[src/rtl/limn2600_timer_pkg.sv]
// Shared constants for the limn2600 interval timer: register byte offsets,
// CTRL/STATUS bit positions, bus FSM states and the prescale width.
package limn2600_timer_pkg;

  // Register byte offsets (only bits [4:2] are decoded)
  localparam logic [4:0] OFF_CTRL     = 5'h00;
  localparam logic [4:0] OFF_COUNT    = 5'h04;
  localparam logic [4:0] OFF_RELOAD   = 5'h08;
  localparam logic [4:0] OFF_STATUS   = 5'h0C;
  localparam logic [4:0] OFF_PRESCALE = 5'h10;

  // CTRL bit positions
  localparam int CTRL_EN   = 0;
  localparam int CTRL_IE   = 1;
  localparam int CTRL_AUTO = 2;

  // STATUS bit positions
  localparam int STATUS_EXP = 0;

  // Width of the PRESCALE register and prescale counter
  localparam int PRESCALE_W = 16;

  // Bus handshake states
  typedef enum logic {
    IDLE = 1'b0,
    ACK  = 1'b1
  } bus_state_e;

endpackage

[src/rtl/limn2600_timer_prescaler.sv]
// Tick generator: emits one tick every PRESCALE+1 cycles while enabled.
// Used only when LIMN2600_TIMER_PRESCALER_EN is defined.
module limn2600_timer_prescaler
  import limn2600_timer_pkg::*;
(
  input  logic                  clk,
  input  logic                  rst,
  input  logic                  en,
  input  logic [PRESCALE_W-1:0] prescale,
  output logic                  tick
);

  logic [PRESCALE_W-1:0] cnt_q, cnt_d;

  // Tick on match; counter restarts on match and is held at 0 while disabled
  always_comb begin
    tick  = en && (cnt_q == prescale);
    cnt_d = cnt_q + 1'b1;
    if (!en || tick) begin
      cnt_d = '0;
    end
  end

  // Prescale counter register
  always_ff @(posedge clk or posedge rst) begin
    if (rst) begin
      cnt_q <= '0;
    end else begin
      cnt_q <= cnt_d;
    end
  end

endmodule

[src/rtl/limn2600_timer.sv]
// limn2600 interval timer with a two-cycle CS/RDY register interface.
// Optional prescaler enabled by defining LIMN2600_TIMER_PRESCALER_EN.
module limn2600_timer
  import limn2600_timer_pkg::*;
#(
  parameter logic [31:0] RESET_RELOAD = 32'h0000_FFFF
) (
  input  logic        clk,
  input  logic        rst,
  input  logic        cs,
  input  logic        we,
  input  logic [31:0] addr,
  input  logic [31:0] data_in,
  output logic [31:0] data_out,
  output logic        rdy,
  output logic        irq
);

  localparam logic [2:0] IDX_CTRL     = OFF_CTRL[4:2];
  localparam logic [2:0] IDX_COUNT    = OFF_COUNT[4:2];
  localparam logic [2:0] IDX_RELOAD   = OFF_RELOAD[4:2];
  localparam logic [2:0] IDX_STATUS   = OFF_STATUS[4:2];
  localparam logic [2:0] IDX_PRESCALE = OFF_PRESCALE[4:2];

  bus_state_e  state_q, state_d;
  logic        en_q, en_d, ie_q, ie_d, auto_q, auto_d;
  logic        exp_q, exp_d, irq_q, irq_d;
  logic [31:0] count_q, count_d, reload_q, reload_d;
  logic [31:0] rdata_q, read_val;
  logic        accept, wr, tick, expire;
  logic [2:0]  idx;
  logic        unused_addr;

  assign idx         = addr[4:2];
  assign accept      = (state_q == IDLE) && cs;
  assign wr          = accept && we;
  assign irq         = irq_q;
  assign unused_addr = ^{addr[31:5], addr[1:0]};

`ifdef LIMN2600_TIMER_PRESCALER_EN
  logic [PRESCALE_W-1:0] prescale_q, prescale_d;

  limn2600_timer_prescaler u_prescaler (
    .clk      (clk),
    .rst      (rst),
    .en       (en_q),
    .prescale (prescale_q),
    .tick     (tick)
  );

  // PRESCALE register write
  always_comb begin
    prescale_d = prescale_q;
    if (wr && idx == IDX_PRESCALE) begin
      prescale_d = data_in[PRESCALE_W-1:0];
    end
  end

  // PRESCALE register
  always_ff @(posedge clk or posedge rst) begin
    if (rst) begin
      prescale_q <= '0;
    end else begin
      prescale_q <= prescale_d;
    end
  end
`else
  assign tick = en_q;
`endif

  // Bus FSM next state and handshake outputs; read data is only exposed during ACK
  always_comb begin
    state_d  = state_q;
    rdy      = 1'b0;
    data_out = '0;
    case (state_q)
      IDLE: if (cs) state_d = ACK;
      ACK: begin
        state_d  = IDLE;
        rdy      = 1'b1;
        data_out = rdata_q;
      end
      default: state_d = IDLE;
    endcase
  end

  // Register read mux, sampled on the accepting edge
  always_comb begin
    read_val = '0;
    case (idx)
      IDX_CTRL: begin
        read_val[CTRL_EN]   = en_q;
        read_val[CTRL_IE]   = ie_q;
        read_val[CTRL_AUTO] = auto_q;
      end
      IDX_COUNT:  read_val = count_q;
      IDX_RELOAD: read_val = reload_q;
      IDX_STATUS: read_val[STATUS_EXP] = exp_q;
`ifdef LIMN2600_TIMER_PRESCALER_EN
      IDX_PRESCALE: read_val[PRESCALE_W-1:0] = prescale_q;
`endif
      default: read_val = '0;
    endcase
  end

  // Countdown, expiry and CPU writes; CPU writes override the timer update
  always_comb begin
    en_d     = en_q;
    ie_d     = ie_q;
    auto_d   = auto_q;
    count_d  = count_q;
    reload_d = reload_q;
    exp_d    = exp_q;
    expire   = 1'b0;

    // COUNT of 0 expires like COUNT of 1 instead of wrapping
    if (en_q && tick) begin
      if (count_q <= 32'd1) begin
        expire = 1'b1;
        if (auto_q) begin
          count_d = reload_q;
        end else begin
          count_d = '0;
          en_d    = 1'b0;
        end
      end else begin
        count_d = count_q - 32'd1;
      end
    end

    if (wr && idx == IDX_CTRL) begin
      en_d   = data_in[CTRL_EN];
      ie_d   = data_in[CTRL_IE];
      auto_d = data_in[CTRL_AUTO];
    end
    if (wr && idx == IDX_COUNT) begin
      count_d = data_in;
    end
    if (wr && idx == IDX_RELOAD) begin
      reload_d = data_in;
    end
    if (wr && idx == IDX_STATUS && data_in[STATUS_EXP]) begin
      exp_d = 1'b0;
    end
    // A simultaneous expiry beats the write-1-to-clear
    if (expire) begin
      exp_d = 1'b1;
    end

    irq_d = exp_q && ie_q;
  end

  // State and register update
  always_ff @(posedge clk or posedge rst) begin
    if (rst) begin
      state_q  <= IDLE;
      rdata_q  <= '0;
      en_q     <= 1'b0;
      ie_q     <= 1'b0;
      auto_q   <= 1'b0;
      count_q  <= '0;
      reload_q <= RESET_RELOAD;
      exp_q    <= 1'b0;
      irq_q    <= 1'b0;
    end else begin
      state_q  <= state_d;
      if (accept) begin
        rdata_q <= read_val;
      end
      en_q     <= en_d;
      ie_q     <= ie_d;
      auto_q   <= auto_d;
      count_q  <= count_d;
      reload_q <= reload_d;
      exp_q    <= exp_d;
      irq_q    <= irq_d;
    end
  end

endmodule

[config.mk]
export PLATFORM = sky130hd
export DESIGN_NAME = limn2600_timer
export DESIGN_NICKNAME = d
export VERILOG_FILES = /design/src/rtl/limn2600_timer_pkg.sv /design/src/rtl/limn2600_timer_prescaler.sv /design/src/rtl/limn2600_timer.sv
export SDC_FILE = /design/constraint.sdc
export NUM_CORES = 1
export LEC_CHECK = 0
export ABC_AREA = 1
export ABC_CLOCK_PERIOD_IN_PS = 5800
export BUFFER_PORTS_ARGS = -buffer_cell sky130_fd_sc_hd__clkbuf_2
export CAP_MARGIN = 10
export CORE_ASPECT_RATIO = 0.5
export CORE_MARGIN = 10
export CORE_UTILIZATION = 44
export CTS_CLUSTER_SIZE = 16
export DETAILED_ROUTE_END_ITERATION = 10
export PLACE_DENSITY = 0.73
export SLEW_MARGIN = 20
export SYNTH_ARGS = -nofsm -noshare
export SYNTH_HDL_FRONTEND = slang
export SYNTH_SLANG_ARGS = --single-unit
[constraint.sdc]
create_clock -name clk -period 5.8 [get_ports clk]
set_clock_uncertainty 0.2 [all_clocks]
set_input_delay 0.29 -clock clk [delete_from_list [all_inputs] [get_ports clk]]
set_output_delay 0.29 -clock clk [all_outputs]
set_load 0.01 [all_outputs]
==> metrics.md, run 1 <==
| Metric | Value |
|---|---|
| Status | completed |
| Drt pass-1 iters | 6 |
| GPL Wtd Cong | 0.9444 |
| Final Cycle Share | 64.45% |
| Synth Area per Inst | 6.684 µm² |
| DR WL/cell | 15.39 µm |
| Critical Path AT | 3.78 ns |
| Max IR drop VDD | 0.1434 mV |
| CTS max path bufs | 2 |
| Cell Count, Final, Fillers Out | 1197 |
| Post-Place Cells | 1149 |
| Slew HR | 41.49% |
| Area Overhead vs Synth | 17.74% |
| Number of global-route vias before repair | 5772 |
| CP max FO | 34 |
| GRT overflow | 0 |
| Register area share after synthesis | 41.97% |
| Antenna viol nets, final | 0 |
| Initial antenna violation count | 1 |
| CTS root buf | clkbuf_16 |
| TNS Setup | 0 ns |
| Mapped Cells | 917 |
| Largest delay contributor family on the critical path | simple AND/OR/NAND/NOR gates |
| Critical-path cell list | buf_4 > nor2_4 > nand2_1 > nor2_4 > nor2_2 > buf_4 > inv_1 > o21ai_1 > inv_1 > nand2_1 |
| Worst Max-Slew Pin Slew | 0.8766 ns |
| Clock Sinks | 102 |
| Final nets | 1070 |
| CP startpoint kind | flip-flop |
| Post-CTS Resized | 0 |
| Final hold vios | 0 |
| Initial Util | 45.11% |
| Slew Viols, Final | 0 |
| Area leader, netlist | dfrtp_1 |
| Yosys top cell area share | 35.11% |
| Maximum clock rate | 267.5 MHz |
| Required @ worst endpoint | 5.84 ns |
| PwrDens | 385.8 nW/µm² |
| Port-buffer cells | 72 |
| DRT iter0 DRCs | 605 |
| Top cells by area, synth | dfrtp_1, nand2_1, inv_1 |
| Critical path endpoint category | flip-flop |
| Endpoints failing setup | 0 |
| CTS tree | yes |
| Final WL | 18.42 mm |
| Largest net degree at the start of global routing | 80 |
| Mapped Area | 6130 µm² |
| Post-synth cell types | 30 |
| R2R Setup Slk | 2.06 ns |
| Syn Nets | 987 |
| Worst-path clk slew | 0.07 ns |
| Die span in x | 186.9 µm |
| Die footprint | 19340 µm² |
| Residual DRC count | 0 |
| First-pass GRT wire length | 29.64 mm |
| Crit-path max cell delay | 0.73 ns |
| Antenna diodes | 0 |
| CP bufs+invs | 4 |
| DP HPWL | 12.66 mm |
| Core Box Area | 13590 µm² |
| Min cycle time layout | 3.738 ns |
| Post-synth EDFFs | 0 |
| Top_reg_cell synth | dfrtp_1 |
| Synth top cells by count | nand2_1, inv_1, dfrtp_1, nor2_1, nand3_1 |
| Hold crit path type | in2reg |
| Count leader, synth | nand2_1 |
| Synth warnings | 0 |
| Fraction of registers with async set/reset | 100.0% |
| Util after Layout | 53.11% |
| Die Span Y | 103.5 µm |
| Fraction of layout cells with a size suffix above 1 | 14.43% |
| Max-Cap Viols | 0 |
| Clock latency at the later pin of the worst-skew pair | 0.34 ns |
| CTS H-tree lvls | 3 |
| Vias per Instance | 5.070 |
| Leakage power | 3.936 nW |
| # IOs | 102 |
| GRT Util Overall | 18.94% |
| RSZ-0062 raised after global routing | no |
| Num CTS Buffers | 9 |
| Vias | 6069 |
| CP max-delay cell | nor2_4 |
| Synth Register Bits | 102 |
| Site row count | 30 |
| Power after layout | 2.785 mW |
| Crit Path Class | reg2reg |
-- power by group --
group | switching, mW | internal, mW | leakage [nW]
sequential | 0.175 | 0.912 | 1.28
combinational | 0.748 | 0.364 | 2.52
clock | 0.288 | 0.297 | 0.130
-- cells in the final DEF (no fill, tap or decap) --
cell type        n
dlygate4sd3_1   32
nand4_1         11
nor2_4           7
o21ai_2          1
nand3_1         56
inv_1          115
inv_8            1
nor3_1           3
o21ai_4          1
inv_2            5
buf_4            4
dfrtp_1         86
nand2_1        369
nor2_8           1
a21oi_1          7
o22ai_1         33
nand3_2          6
buf_6            1
a21o_1           1
clkinvlp_4       3
inv_6            2
nor2_2          10
clkbuf_16        9
ha_1             2
dfstp_2         16
clkbuf_2        72
o21ai_1          1
o21ai_0         56
clkinv_2         1
a22oi_1          1
nand2_4          1
xor2_1           5
inv_4            1
nor2_1          82
nand2_2          3
-- cells by family (layout without fill, tap and decap cells) --
group	count (synthesis)	count (layout)	share of synthesized area (%)
AO/OA/AOI/OAI	101	101	9.247
flip-flops	102	102	41.97
adder cells (fa/ha/maj)	2	2	0.4082
AND/OR/NAND/NOR	549	549	37.33
buffers and inverters	158	246	10.33
XOR/XNOR	5	5	0.7144
-- routing by layer --
layer	wire [µm]	up-vias	global-route usage [%]
li1	-	3022	-
met1	9061	2764	26.58
met2	7550	266	28.56
met3	1669	15	4.752
met4	131	2	4.862
met5	12	-	0
-- repair_timing --
item                                   in CTS  in global routing
setup buffers                               0                  0
endpoints found under the hold margin      73                  0
hold buffers                               32                  0
-- area by class of cell --
class | count | area, µm²
clock buffer | 9 | 225.2
clock inverter | 7 | 56.30
fill | 1373 | 6371
inverter | 121 | 456.7
multi-input combinational | 657 | 2944
sequential | 102 | 2572
tap | 192 | 240.2
timing repair buffer | 109 | 721.9
-- tightest hold or removal path: cells and delay by family --
kind	cells	cell delay (ns)
buf+inv	1	0.11
compound gates	1	0.07
simple gates	1	0.05
-- state kept, by name, summed over array words and instances (netlist names) --
register	cells
irq	1
rdata_q	32
auto_q	1
count_q	32
en_q	1
state_q	1
reload_q	32
ie_q	1
exp_q	1
-- worst paths after layout --
path / from / to / cells past startpoint
min: data_in[16] / reload_q[16] / 3
max reg2reg: state_q / count_q[9] / 10
min reg2reg: rdata_q[3] / rdata_q[3] / 2
max: state_q / count_q[9] / 10
max in group asynchronous: rst / reload_q[29] / 4
min in group asynchronous: rst / rdata_q[10] / 3
-- per-stage QoR --
step           hold slack (ns)  setup slack [ns]  instance area (µm²)
3_5_place_dp           0.05818             2.147                 6606
6_report               0.01049             2.062                 7217
4_1_cts               0.005768             2.128                 7208
5_1_grt               0.007126             1.846                 7217
3_3_place_gp           0.05418             2.208                 6606
2_1_floorplan           0.2073             2.661                 6130
Note: power is estimated with default switching activity, not from simulation.
==> run 2: changes to the inputs <==
ABC_CLOCK_PERIOD_IN_PS = 3350   (was 5800)
PLACE_DENSITY = 0.75   (was 0.73)
clock period = 3.35 ns   (was 5.8 ns; I/O delays follow)
==> run 2 against run 1 <==
  * Clock-buffer cell count rose by 3
  * Sequential share of layout area down 0.59 points
  * Maximum frequency rose by 52%
  * Final cell count increased by 0.75%
  * Global-route usage grew 0.30 points
  * Die area stayed put
  * Critical path depth increased by 3
  * Sequential power is 73% higher
  * Setup slack got worse by 1.2 ns
  * First-iteration DRC count grew 16%
  * Critical path type unchanged
  * Critical endpoint is now count_q[13]
==> metrics.md, run 2 (same netlist as run 1, synthesis figures left out) <==
| Metric | Value |
|---|---|
| Status | completed |
| Port-buffer cells | 72 |
| Area Overhead vs Synth | 19.72% |
| Final WL | 18.29 mm |
| Largest net degree at the start of global routing | 90 |
| Sw frac | 41.45% |
| Initial antenna violation count | 0 |
| First-pass GRT wire length | 30.03 mm |
| Post-CTS Resized | 0 |
| CTS tree | yes |
| Final nets | 1079 |
| Fin area | 7338 µm² |
| DR WL/cell | 15.17 µm |
| Antenna viol nets, final | 0 |
| Biggest regs | count_q: 32 flops, rdata_q: 32 flops, reload_q: 32 flops |
| Slew Viols, Final | 0 |
| Clock Sinks | 102 |
| Residual DRC count | 0 |
| Vias per Instance | 5.090 |
| Vias | 6139 |
| Multi-input combinational cell area | 2932 µm² |
| DP HPWL | 12.48 mm |
| Cell Count, Final, Fillers Out | 1206 |
| Required @ worst endpoint | 3.44 ns |
| Fin Hold WS | 0.09233 ns |
| CTS H-tree lvls | 3 |
| Min cycle time layout | 2.467 ns |
| Crit Path Class | reg2reg |
| Commonest non-fill, non-tap cells in the layout | nand2_1, inv_1, dfrtp_1, nor2_1, clkbuf_2 |
| Slew HR | 45.82% |
| Largest delay contributor family on the critical path | simple AND/OR/NAND/NOR gates |
| Worst Max-Slew Pin Slew | 0.8127 ns |
| Register area | 2572 µm² |
| Number of global-route vias before repair | 5873 |
| Die span in x | 186.9 µm |
| GPL Wtd Cong | 0.9742 |
| CP startpoint kind | flip-flop |
| Max IR drop VDD | 0.2763 mV |
| Hold_buf cts | 33 |
| Die Span Y | 103.5 µm |
| Endpoints failing setup | 0 |
| Critical-path cell list | inv_1 > ha_1 > nand2_2 > nor2_4 > inv_2 > o21ai_4 > nand2_4 > nor2_4 > buf_12 > nand2_1 > nand2_1 > nand2_1 > nand3_1 |
| Maximum clock rate | 405.4 MHz |
| CP max FO | 12 |
| Drt pass-1 iters | 5 |
| Post-Place Cells | 1157 |
| Leakage power | 4.011 nW |
| Num CTS Buffers | 9 |
| Comb pwr share | 38.2% |
| CP bufs+invs | 3 |
| Final Cycle Share | 73.63% |
| GRT overflow | 0 |
| Die footprint | 19340 µm² |
| Worst-path clk slew | 0.07 ns |
| Postcts setup bufs | 0 |
| CP max-delay cell | dfrtp_1 |
| GRT Util Overall | 19.24% |
| Final hold vios | 0 |
| Util after Layout | 54.01% |
| Max-Cap Viols | 0 |
| Most frequent CP cell | nand2_1 |
| Sequential Power Share | 37.9% |
| Dpl cell area | 6671 µm² |
| RSZ-0062 raised after global routing | no |
| PwrDens | 679.5 nW/µm² |
| Critical Path AT | 2.55 ns |
| TNS Setup | 0 ns |
| Share of power burned in the clock network | 23.9% |
| Internal power | 2.919 mW |
| Crit-path max cell delay | 0.39 ns |
| CTS max path bufs | 2 |
| Fraction of layout cells with a size suffix above 1 | 14.69% |
| CTS root buf | clkbuf_16 |
| Critical path endpoint category | flip-flop |
| Initial Util | 45.11% |
| DRT iter0 DRCs | 703 |
| Clock latency at the later pin of the worst-skew pair | 0.36 ns |
| # IOs | 102 |
| Most common cell after layout, fill and taps aside | nand2_1 |
| Psw | 2.067 mW |
| Core Box Area | 13590 µm² |
| Antenna diodes | 0 |
| Fill cell count | 1347 |
| Site row count | 30 |
| Hold crit path type | in2reg |
[run 2: cell count changes in the layout (fill, tap and decap cells not counted), sizes merged]
| cell | delta |
|---|---|
| buf | +8 |
| bufinv | +2 |
| clkbuf | +3 |
| clkinvlp | -3 |
| dlygate4sd3 | +1 |
| inv | -2 |
[run 2: per-stage QoR]
step	power (mW)	worst slack, ns
floorplan	3.232	0.3335
global placement	3.682	0.9276
detailed placement	3.727	0.9133
CTS	4.951	0.8994
global route	5.337	0.6818
finish	4.986	0.8834
[run 2: cell type report]
| class | instances | area share, % |
|---|---|---|
| Sequential cell | 102 | 35.06 |
| Timing Repair Buffer | 118 | 10.91 |
| Inverter | 121 | 6.257 |
| Multi-Input combinational cell | 657 | 39.95 |
| Clock inverter | 4 | 1.057 |
| Tap cell | 192 | 3.274 |
| Clock buffer | 12 | 3.495 |
[run 2: final timing paths]
kind	from	end	slack, ns	cells after the start
worst min register to register	exp_q	irq	0.27	2
max in group asynchronous	rst	count_q[25]	1.86	4
min in group asynchronous	rst	reload_q[18]	0.35	3
worst max-delay path	count_q[0]	count_q[13]	0.88	13
worst min-delay path	addr[3]	exp_q	0.09	4
worst max register to register	count_q[0]	count_q[13]	0.88	13
[run 2: worst min-delay path, cell delays in order]
cell and delay, ns:
clkbuf_2 0.10, nand3_1 0.11, nor3_1 0.05, o22ai_1 0.16
[run 2: power groups by stage]
stage / Combinational, mW / Clock [mW] / Sequential [mW]
after CTS: 1.88 / 1.19 / 1.88
after detailed placement: 1.83 / 0 / 1.90
after global routing: 2.16 / 1.25 / 1.93
after global placement: 1.79 / 0 / 1.89
after floorplan: 1.42 / 0 / 1.81
final: 1.90 / 1.19 / 1.89
[run 2: routing by layer]
metal | track usage, % | part of all wire (%) | up-vias
met2 | 29.11 | 42 | 281
met5 | 0 | 0 | -
met3 | 4.250 | 9.4 | 30
met1 | 26.97 | 48 | 2794
met4 | 5.969 | 1.5 | 0
li1 | - | - | 3034
==> run 3: changes to the inputs <==
ABC_CLOCK_PERIOD_IN_PS = 2200   (was 3350)
clock period = 2.2 ns   (was 3.35 ns; I/O delays follow)
==> run 3 against run 2 <==
  * Sequential share of layout area fell by 1.4 points
  * Sequential cell count unchanged
  * Critical path depth shrank 1
  * Combinational power up 79%
  * Maximum frequency up 19%
  * Clock power grew 39%
  * Die area stayed put
  * Routed wire length up 5.4%
  * Design area is 4.0% higher
  * Non-clock buffer count grew 32
  * Via count is 1.9% higher
  * Critical path type unchanged
  * Largest power group unchanged
  * Highest routed layer unchanged
==> metrics.md, run 3 (same netlist as run 1, synthesis figures left out) <==
| Metric | Value |
|---|---|
| Fin Hold WS | 0.03440 ns |
| Site row count | 30 |
| Critical-path cell list | nor2_4 > nand2_1 > nor2_4 > inv_2 > nor2_8 > nand2_4 > nor2_4 > buf_6 > nand2_1 > nand2_1 > nand2_1 > nand3_1 |
| DP HPWL | 13.96 mm |
| Fraction of layout cells with a size suffix above 1 | 18.36% |
| Biggest regs | count_q: 32 flops, rdata_q: 32 flops, reload_q: 32 flops |
| Slew HR | 58.88% |
| Clock Sinks | 102 |
| CP max-delay cell | dfrtp_1 |
| Largest delay contributor family on the critical path | simple AND/OR/NAND/NOR gates |
| Fill cell count | 1333 |
| # IOs | 102 |
| Pre-CTS setup slack | 0.03193 ns |
| Most frequent CP cell | nand2_1 |
| Clock latency at the later pin of the worst-skew pair | 0.35 ns |
| GRT overflow | 0 |
| Final hold vios | 0 |
| Required @ worst endpoint | 2.28 ns |
| Max-Cap Viols | 0 |
| Die span in x | 186.9 µm |
| Vias | 6258 |
| Endpoints failing setup | 0 |
| Initial Util | 45.11% |
| Crit-path max cell delay | 0.47 ns |
| Drt pass-1 iters | 6 |
| First-pass GRT wire length | 31.58 mm |
| GRT Util Overall | 20.23% |
| TNS Setup | 0 ns |
| Initial antenna violation count | 0 |
| DRT iter0 DRCs | 626 |
| Commonest non-fill, non-tap cells in the layout | nand2_1, inv_1, dfrtp_1, nor2_1, clkbuf_2 |
| Largest net degree at the start of global routing | 44 |
| Status | completed |
| CTS H-tree lvls | 3 |
| Die footprint | 19340 µm² |
| Die Span Y | 103.5 µm |
| GPL Wtd Cong | 0.9366 |
| Residual DRC count | 0 |
| Hold crit path type | in2reg |
| CTS root buf | clkbuf_16 |
| Final Cycle Share | 94.45% |
| CP max FO | 11 |
| CTS tree | yes |
| PwrDens | 1036 nW/µm² |
| Final worst slack | 0.1221 ns |
| CTS max path bufs | 2 |
| Min cycle time layout | 2.078 ns |
| Critical Path AT | 2.16 ns |
| Antenna viol nets, final | 0 |
| Final nets | 1111 |
| Most common cell after layout, fill and taps aside | nand2_1 |
| DR WL/cell | 15.57 µm |
| Final WL | 19.28 mm |
| Maximum clock rate | 481.3 MHz |
| Port-buffer cells | 72 |
| Antenna diodes | 0 |
| Area Overhead vs Synth | 24.54% |
| Num CTS Buffers | 9 |
| CP bufs+invs | 2 |
| Leakage power | 4.159 nW |
| CP startpoint kind | flip-flop |
| Worst Max-Slew Pin Slew | 0.6154 ns |
| Worst-path clk slew | 0.07 ns |
| Critical path endpoint category | flip-flop |
| Number of global-route vias before repair | 6131 |
| Vias per Instance | 5.055 |
| Crit Path Class | reg2reg |
| Slew Viols, Final | 0 |
| Core Box Area | 13590 µm² |
| Max IR drop VDD | 0.4163 mV |
[run 3: changes by cell type in the layout (fill, tap and decap cells not counted), sizes merged]
cell / before / now
clkbuf: 84 / 82
buf: 13 / 45
clkinvlp: 0 / 4
clkinv: 1 / 2
bufinv: 2 / 1
inv: 122 / 120
[run 3: worst min-delay path: stages]
cell and delay (ns):
clkbuf_2 0.10, nand3_1 0.11, nor3_1 0.06, o22ai_1 0.15
[run 3: stage by stage]
step           area, µm²  utilization [%]  std cells  total power [mW]
5_1_grt             7634            56.18       1238             8.474
2_1_floorplan       6133                -        917             4.923
3_3_place_gp        6930            51.00       1188             5.932
3_5_place_dp        6930            51.00       1188             6.012
4_1_cts             7560            55.64       1237             7.726
6_report            7634            56.18       1238             7.905
[run 3: metal layers]
layer	vias up	wire, µm	global-route usage [%]
met4	0	170	4.246
met1	2859	9163	28.05
li1	3100	-	-
met3	16	1951	5.288
met2	283	7995	31.26
met5	-	0	0
[run 3: final timing paths]
kind | start | end | slack (ns) | cells after the start
max | count_q[10] | count_q[22] | 0.12 | 12
min | addr[3] | exp_q | 0.03 | 4
max reg2reg | count_q[10] | count_q[22] | 0.12 | 12
min reg2reg | rdata_q[10] | rdata_q[10] | 0.28 | 2
max in group asynchronous | rst | reload_q[0] | 1.03 | 4
min in group asynchronous | rst | rdata_q[13] | 0.14 | 3
[run 3: repair_timing]
item | 4_1_cts | 5_1_grt
endpoints found under the hold margin | 155 | 0
hold buffers | 33 | 0
setup buffers | 0 | 1
setup endpoints to repair | 0 | 30
resized for setup | 0 | 18
[run 3: power breakdown]
part	switching, mW	leakage (nW)	internal [mW]
sequential	0.447	1.28	2.41
combinational	2.16	2.74	1.25
clock	0.759	0.135	0.890
total	3.36	4.16	4.54
[run 3: area by class of cell]
cell class              instances  area [µm²]  area share [%]
repair buffers                150        1070           14.01
clock buffers                  10       229.0           3.000
flip-flops and latches        102        2572           33.70
clock inverters                 6       70.07          0.9179
multi-input cells             657        2994           39.22
well taps                     192       240.2           3.147
inverters                     121       457.9           5.999
